[src/rtl/mag_compare_seq.sv]
// Sequential magnitude comparator: one DIGIT-bit slice per clock, MS slice first, start/done handshake.
// Define MAG_COMPARE_EARLY_EXIT_EN to stop on the first differing slice.
module mag_compare_seq #(
    parameter int WIDTH = 16,
    parameter int DIGIT = 4,
    parameter bit SIGNED = 1'b0,
    localparam int D = WIDTH / DIGIT,
    localparam int CW = $clog2(D + 1)
) (
    input  logic             clk,
    input  logic             rst,
    input  logic             start,
    input  logic [WIDTH-1:0] A,
    input  logic [WIDTH-1:0] B,
    output logic             busy,
    output logic             done,
    output logic             AeB,
    output logic             AiB,
    output logic             AsB,
    output logic [CW-1:0]    digits
);

`ifdef MAG_COMPARE_EARLY_EXIT_EN
    localparam bit EARLY_EXIT = 1'b1;
`else
    localparam bit EARLY_EXIT = 1'b0;
`endif

    typedef enum logic [1:0] {IDLE, CMP, DONE} state_t;

    state_t           state;
    state_t           state_next;
    logic [WIDTH-1:0] a_cap;
    logic [WIDTH-1:0] b_cap;
    logic [WIDTH-1:0] a_sh;
    logic [WIDTH-1:0] b_sh;
    logic [CW-1:0]    cnt;
    logic             found;
    logic             found_lt;
    logic [DIGIT-1:0] slice_a;
    logic [DIGIT-1:0] slice_b;
    logic             slice_diff;
    logic             slice_lt;
    logic             last_slice;
    logic             finish;

    // Offset binary: flipping both sign bits turns a signed compare into an unsigned one.
    always_comb begin
        a_cap = A;
        b_cap = B;
        if (SIGNED) begin
            a_cap[WIDTH-1] = ~A[WIDTH-1];
            b_cap[WIDTH-1] = ~B[WIDTH-1];
        end
    end

    assign slice_a    = a_sh[WIDTH-1 -: DIGIT];
    assign slice_b    = b_sh[WIDTH-1 -: DIGIT];
    assign slice_diff = (slice_a != slice_b);
    assign slice_lt   = (slice_a < slice_b);
    assign last_slice = (cnt == CW'(D - 1));
    assign finish     = last_slice || (EARLY_EXIT && slice_diff);

    assign busy = (state == CMP);
    assign done = (state == DONE);

    always_ff @(posedge clk or posedge rst) begin
        if (rst) begin
            state <= IDLE;
        end else begin
            state <= state_next;
        end
    end

    always_comb begin
        state_next = state;
        case (state)
            IDLE:    if (start) state_next = CMP;
            CMP:     if (finish) state_next = DONE;
            DONE:    state_next = IDLE;
            default: state_next = IDLE;
        endcase
    end

    // The first differing slice is remembered so later slices cannot overwrite the verdict.
    always_ff @(posedge clk or posedge rst) begin
        if (rst) begin
            a_sh     <= '0;
            b_sh     <= '0;
            cnt      <= '0;
            found    <= 1'b0;
            found_lt <= 1'b0;
            AeB      <= 1'b0;
            AiB      <= 1'b0;
            AsB      <= 1'b0;
            digits   <= '0;
        end else if (state == IDLE && start) begin
            a_sh     <= a_cap;
            b_sh     <= b_cap;
            cnt      <= '0;
            found    <= 1'b0;
            found_lt <= 1'b0;
            AeB      <= 1'b0;
            AiB      <= 1'b0;
            AsB      <= 1'b0;
            digits   <= '0;
        end else if (state == CMP) begin
            a_sh <= a_sh << DIGIT;
            b_sh <= b_sh << DIGIT;
            cnt  <= cnt + CW'(1);
            if (slice_diff && !found) begin
                found    <= 1'b1;
                found_lt <= slice_lt;
            end
            if (finish) begin
                digits <= cnt + CW'(1);
                if (found) begin
                    AiB <= found_lt;
                    AsB <= ~found_lt;
                end else if (slice_diff) begin
                    AiB <= slice_lt;
                    AsB <= ~slice_lt;
                end else begin
                    AeB <= 1'b1;
                end
            end
        end
    end

endmodule

[config.mk]
export PLATFORM = sky130hd
export DESIGN_NAME = mag_compare_seq
export DESIGN_NICKNAME = d
export VERILOG_FILES = /design/src/rtl/mag_compare_seq.sv
export SDC_FILE = /design/constraint.sdc
export NUM_CORES = 1
export LEC_CHECK = 0
export CAP_MARGIN = 15
export CORE_MARGIN = 10
export CORE_UTILIZATION = 40
export CTS_BUF_LIST = sky130_fd_sc_hd__clkbuf_2
export CTS_CLUSTER_SIZE = 10
export DETAILED_ROUTE_END_ITERATION = 8
export PLACE_DENSITY_LB_ADDON = 0.12
export SETUP_SLACK_MARGIN = 0.15
export SYNTH_ARGS = -nofsm -noshare
export SYNTH_HDL_FRONTEND = slang
export SYNTH_SLANG_ARGS = --single-unit
[constraint.sdc]
create_clock -name clk -period 5.18 [get_ports clk]
set_input_delay 1.036 -clock clk [delete_from_list [all_inputs] [get_ports clk]]
set_output_delay 1.036 -clock clk [all_outputs]
set_load 0.05 [all_outputs]
==> flow_summary.toml, run 1 <==
[synth]
synth_compound_area_share_pct = 16.46
yosys_warnings = 0
yosysUniqueCellTypes = 27
syn_area_um2 = 1977
postSynthCellCount = 207
synth_xor_xnor_area_share_pct = 0
seq_area_frac_synth_pct = 56.96
syn_area_per_cell_um2 = 9.550
ys_seq_elements = 45
synth_top_family_by_area = "simple AND/OR/NAND/NOR gates"
synthSimpleGateAreaFrac_pct = 18.54
syn-num-nets = 248
synthMuxAreaShare_pct = 0
synth_fa_ha_area_share_pct = 3.797

[placement]
gp_congestion = 0.6934
dp.final_hpwl_um = 2915
pre_cts_ws_ps = 1890
dp_cells = 306
numPortBuffers = 42
placed_area_um2 = 2451

[setup_path]
rrSetupSlack_ps = 2990
rr_worst_depth = 5
crit_arrival_ps = 2700
cp.required_ps = 4140
start_kind = "flip-flop"
crit_path_end_kind = "output pin"
worst-setup-path-type = "reg2out"
critPathMaxFanout = 33

[drt]
wl_per_cell_um = 13.55
routed_wl_um = 4256
drtIter0Drc = 123
ant_nets = 0
dr.pass1.iters = 4
drc_errors = 0
viasPerCell = 4.834
vias = 1518

[floorplan]
start_util_pct = 41.58
core_um2 = 4755
die_w_um = 90.30
io_pins = 43
die_h_um = 90.30
dieArea_um2 = 8154
row_count = 25

[grt]
antenna_found_initial = 0
gr-max-usage-layer = "met2"
grt_pass1_vias = 1566
use_met2_pct = 16.28
grt_max_degree = 57
grt-ovfl-total = 0
use_met1_pct = 13.87
grt_use_total_pct = 10.73
grt_first_pass_wirelength_um = 7307
grt_use_met3_pct = 3.741

[sta]
finalSetupViolations = 0
finalHoldViolCount = 0
slew_viol_final = 0
setup-tns-final_ps = 0
fmax_ghz = 0.2676
clock_skew_ps = 13.64
slew_headroom_pct = 38.66
fin_crit_sh_pct = 72.15
tightest_slew_ps = 918.8
rsz0062_at_grt = "no"
min_period_ps = 3737
setup_ws_ps = 1443

[worst_hold_path]
hp-class = "reg2reg"
whs_path_depth = 2

[final_layout]
final_area_um2 = 2489
num_antenna_cells = 0
fin_cells = 314
finalNetCount = 287
drive_above_1_share_pct = 5.263
area_growth_pct = 25.89

[power_and_ir_drop]
p_per_area_nw_per_um2 = 530.0
vdd_drop_max_mv = 0.2694
leakage_uw = 0.001150

[clock_network]
ctsHoldBuffers = 0
cts-root-buf = "clkbuf_2"
cts_buffers = 5
cts.sinks = 45
h-tree-depth = 2
cts_resized = 0
clock_latency_ps = 400
post_cts_buffers = 0
cts_tree = "done"
clockBufferDepth = 2
clk_pin_slew_ps = 220

[outcome]
outcome = "finished clean"

[run]
drv_cap = 0
-- layout by cell type (no fill, tap or decap), types with 4 or more instances in the layout --
cell type,netlist,final
ha_1,6,6
a221o_1,4,4
nand2_1,66,66
nor2_1,5,5
nor3_1,5,5
a22oi_1,20,20
clkbuf_2,0,5
o21ai_0,11,11
dfrtp_1,45,45
a21oi_1,7,7
clkdlybuf4s50_1,0,42
inv_1,8,7
-- state kept, by name, summed over array words and instances (netlist names) --
signal    cells
b_sh         16
AsB           1
AiB           1
AeB           1
digits        3
a_sh         16
state         2
cnt           3
found         1
found_lt      1
-- metrics by stage --
stage                     utilization [%]  total power [uW]  hold slack, ps
after global placement              51.55              1187           459.2
after CTS                           52.34              1338           499.9
after detailed placement            51.55              1200           465.3
after floorplan                         -              1032           446.8
final                               52.34              1319           504.7
after global routing                52.34              1451           527.4
-- cell type report --
class                      count  area, um^2
clock buffer                   5       25.02
clock inverter                 3       12.51
fill                         469        2266
inverter                       9       33.78
multi-input combinational    141       772.0
sequential                    45        1126
tap                           67       83.83
timing repair buffer          44       435.4
-- worst paths after layout --
path / start / end
worst max-delay path: state[1]$_DFFE_PP0P_ / busy
worst min-delay path: a_sh[6]$_DFFE_PP0P_ / a_sh[6]$_DFFE_PP0P_
worst max register to register: state[1]$_DFFE_PP0P_ / found_lt$_DFFE_PP0P_
worst min register to register: a_sh[6]$_DFFE_PP0P_ / a_sh[6]$_DFFE_PP0P_
max in group asynchronous: rst / b_sh[3]$_DFFE_PP0P_
min in group asynchronous: rst / a_sh[12]$_DFFE_PP0P_
-- cell usage after synthesis --
master    number  area [um^2]
buf_2          4        20.02
nand4_1        1        6.260
clkbuf_1       6        22.52
or2_2          2        12.51
nor2b_1        2        12.51
inv_1          8        30.03
o22ai_1        1        6.260
o21bai_1       2        15.01
nor3b_1        1        7.510
buf_1          2        7.510
nor3_1         5        25.02
a22oi_1       20        150.1
dfrtp_1       45         1126
ha_1           6        75.07
inv_2          1        3.750
and2_1         2        12.51
nor2_1         5        18.77
or4b_1         1        10.01
a221o_1        4        40.04
nand3b_1       1        7.510
nand2_1       66        247.7
a21oi_1        7        35.03
o31ai_1        1        7.510
o21ai_0       11        55.05
nand2b_1       1        6.260
o21a_1         1        7.510
a211o_1        1        8.760
-- kinds of logic after synthesis --
logic type	Yosys count
flip-flops	45
AO/OA/AOI/OAI	48
adder cells (fa/ha/maj)	6
buffers and inverters	21
AND/OR/NAND/NOR	87
-- report_power, final --
group	total (uW)	internal, uW	leakage (uW)	switching (uW)
combinational	610	235	0.000543	375
clock	140	29.6	0.0000278	110
sequential	569	493	0.000579	76.2
-- critical path, cell delays in order (launching register included) --
cell             delay (ps)
dfrtp_1                 450
nand2b_1                380
inv_2                   540
clkdlybuf4s50_1         920
-- metal layers --
metal / share of wire, % / vias to the layer above
li1: - / 785
met1: 50 / 696
met2: 44 / 29
met3: 4.6 / 8
met4: 1.5 / 0
met5: 0 / -
Power figures use the tool's default switching activity.
==> inputs of run 2 (changes only) <==
Clock period 5.18 ns to 3.7 ns, I/O delays scaled along.
==> run 2 against run 1 <==
  * Via count increased by 2.2%
  * Register-to-register slack got worse by 1400 ps
  * First-iteration DRC count decreased by 11%
  * Cell count increased by 0.32%
  * Worst setup slack got worse by 710 ps
  * Critical path depth unchanged
  * Routed wire length increased by 3.3%
  * Critical endpoint unchanged
==> flow_summary.toml, run 2 (synthesis results as in run 1) <==
[floorplan]
die_h_um = 90.30
row_count = 25
dieArea_um2 = 8154
io_pins = 43
start_util_pct = 41.58
core_um2 = 4755
die_w_um = 90.30

[final_layout]
area_growth_pct = 26.46
finalNetCount = 289
reg_top3 = "a_sh x16, b_sh x16"
drive_above_1_share_pct = 6.048
final_common_cell = "nand2_1"
mostFrequentLayoutCells = "66 x nand2_1, 45 x dfrtp_1, 42 x clkdlybuf4s50_1"
n_fill_cell = 467
num_antenna_cells = 0
fin_cells = 315

[placement]
dp.final_hpwl_um = 3039
pre_cts_ws_ps = 1209
dp_cells = 308
numPortBuffers = 42
gp_congestion = 0.6938

[setup_path]
crit_arrival_ps = 2230
cp.required_ps = 2960
worst-setup-path-type = "reg2out"
critPathMaxFanout = 14
crit_path_end_kind = "output pin"
rrSetupSlack_ps = 1580
start_kind = "flip-flop"

[outcome]
outcome = "finished clean"

[drt]
drc_errors = 0
wl_per_cell_um = 13.96
viasPerCell = 4.927
dr.pass1.iters = 4
ant_nets = 0
routed_wl_um = 4397
vias = 1552
drtIter0Drc = 110

[sta]
slew_headroom_pct = 38.80
slew_viol_final = 0
setup_ws_ps = 731.3
rsz0062_at_grt = "no"
fmax_ghz = 0.3369
min_period_ps = 2969
tightest_slew_ps = 916.7
finalHoldViolCount = 0
hold_slack_ps = 501.0
clock_skew_ps = 21.50
fin_crit_sh_pct = 80.23
finalSetupViolations = 0
setup-tns-final_ps = 0

[power_and_ir_drop]
vdd_drop_max_mv = 0.5565
leakage_uw = 0.001159
p_per_area_nw_per_um2 = 748.7
fin_total_pwr_uw = 1872

[clock_network]
cts_resized = 0
cts-root-buf = "clkbuf_2"
ctsHoldBuffers = 0
cts.sinks = 45
post_cts_buffers = 0
clk_pin_slew_ps = 200
cts_tree = "done"
cts_buffers = 5
clock_latency_ps = 410
h-tree-depth = 2
clockBufferDepth = 2

[grt]
antenna_found_initial = 0
grt-ovfl-total = 0
grt_first_pass_wirelength_um = 7527
grt_pass1_vias = 1564
grt_max_degree = 46
grt_use_total_pct = 11.16

[run]
drv_cap = 0

[worst_hold_path]
hp-class = "reg2reg"
run 2: cell count changes in the layout (fill, tap and decap cells not counted):
cell      delta
buf_4        +2
clkbuf_2     +1
clkinv_1     -1
clkinv_2     -1
run 2: cell type report:
class	instances	area, um^2	share of cell area, %
multi-input combinational	141	772.0	30.88
sequential	45	1126	45.05
timing repair buffer	46	450.4	18.02
inverter	9	33.78	1.351
tap	67	83.83	3.353
clock inverter	1	3.754	0.1502
clock buffer	6	30.03	1.201
run 2: where the power goes:
| part | total, uW | switching (uW) | internal (uW) |
|---|---|---|---|
| Combinational | 880 | 536 | 343 |
| Sequential | 797 | 107 | 690 |
| Clock | 195 | 151 | 44.1 |
| Total | 1870 | 795 | 1080 |
run 2: metal layers:
| layer | vias up | GRT usage, % | part of all wire, % |
|---|---|---|---|
| met4 | 0 | 3.183 | 0.91 |
| met5 | - | 0 | 0 |
| met2 | 35 | 16.40 | 45 |
| met1 | 729 | 14.74 | 48 |
| met3 | 4 | 4.406 | 6.1 |
| li1 | 784 | - | - |
run 2: worst paths after layout:
check                                       endpoint  cells past startpoint                 start
worst min-delay path             b_sh[6]$_DFFE_PP0P_                      2   b_sh[6]$_DFFE_PP0P_
worst max register to register  found_lt$_DFFE_PP0P_                      6  state[1]$_DFFE_PP0P_
worst max-delay path                            busy                      3  state[1]$_DFFE_PP0P_
min in group asynchronous            AeB$_DFFE_PP0P_                      2                   rst
worst min register to register   b_sh[6]$_DFFE_PP0P_                      2   b_sh[6]$_DFFE_PP0P_
max in group asynchronous       state[1]$_DFFE_PP0P_                      2                   rst
run 2: critical path, cell delays in order, from the launching register on:
cell	delay, ps
dfrtp_1	450
nand2b_1	430
inv_2	140
clkdlybuf4s50_1	820
run 2: stage by stage:
step,area (um^2),util [%]
4_1_cts,2500,52.58
3_5_place_dp,2466,51.87
5_1_grt,2500,52.58
6_report,2500,52.58
2_1_floorplan,1977,-
3_3_place_gp,2466,51.87
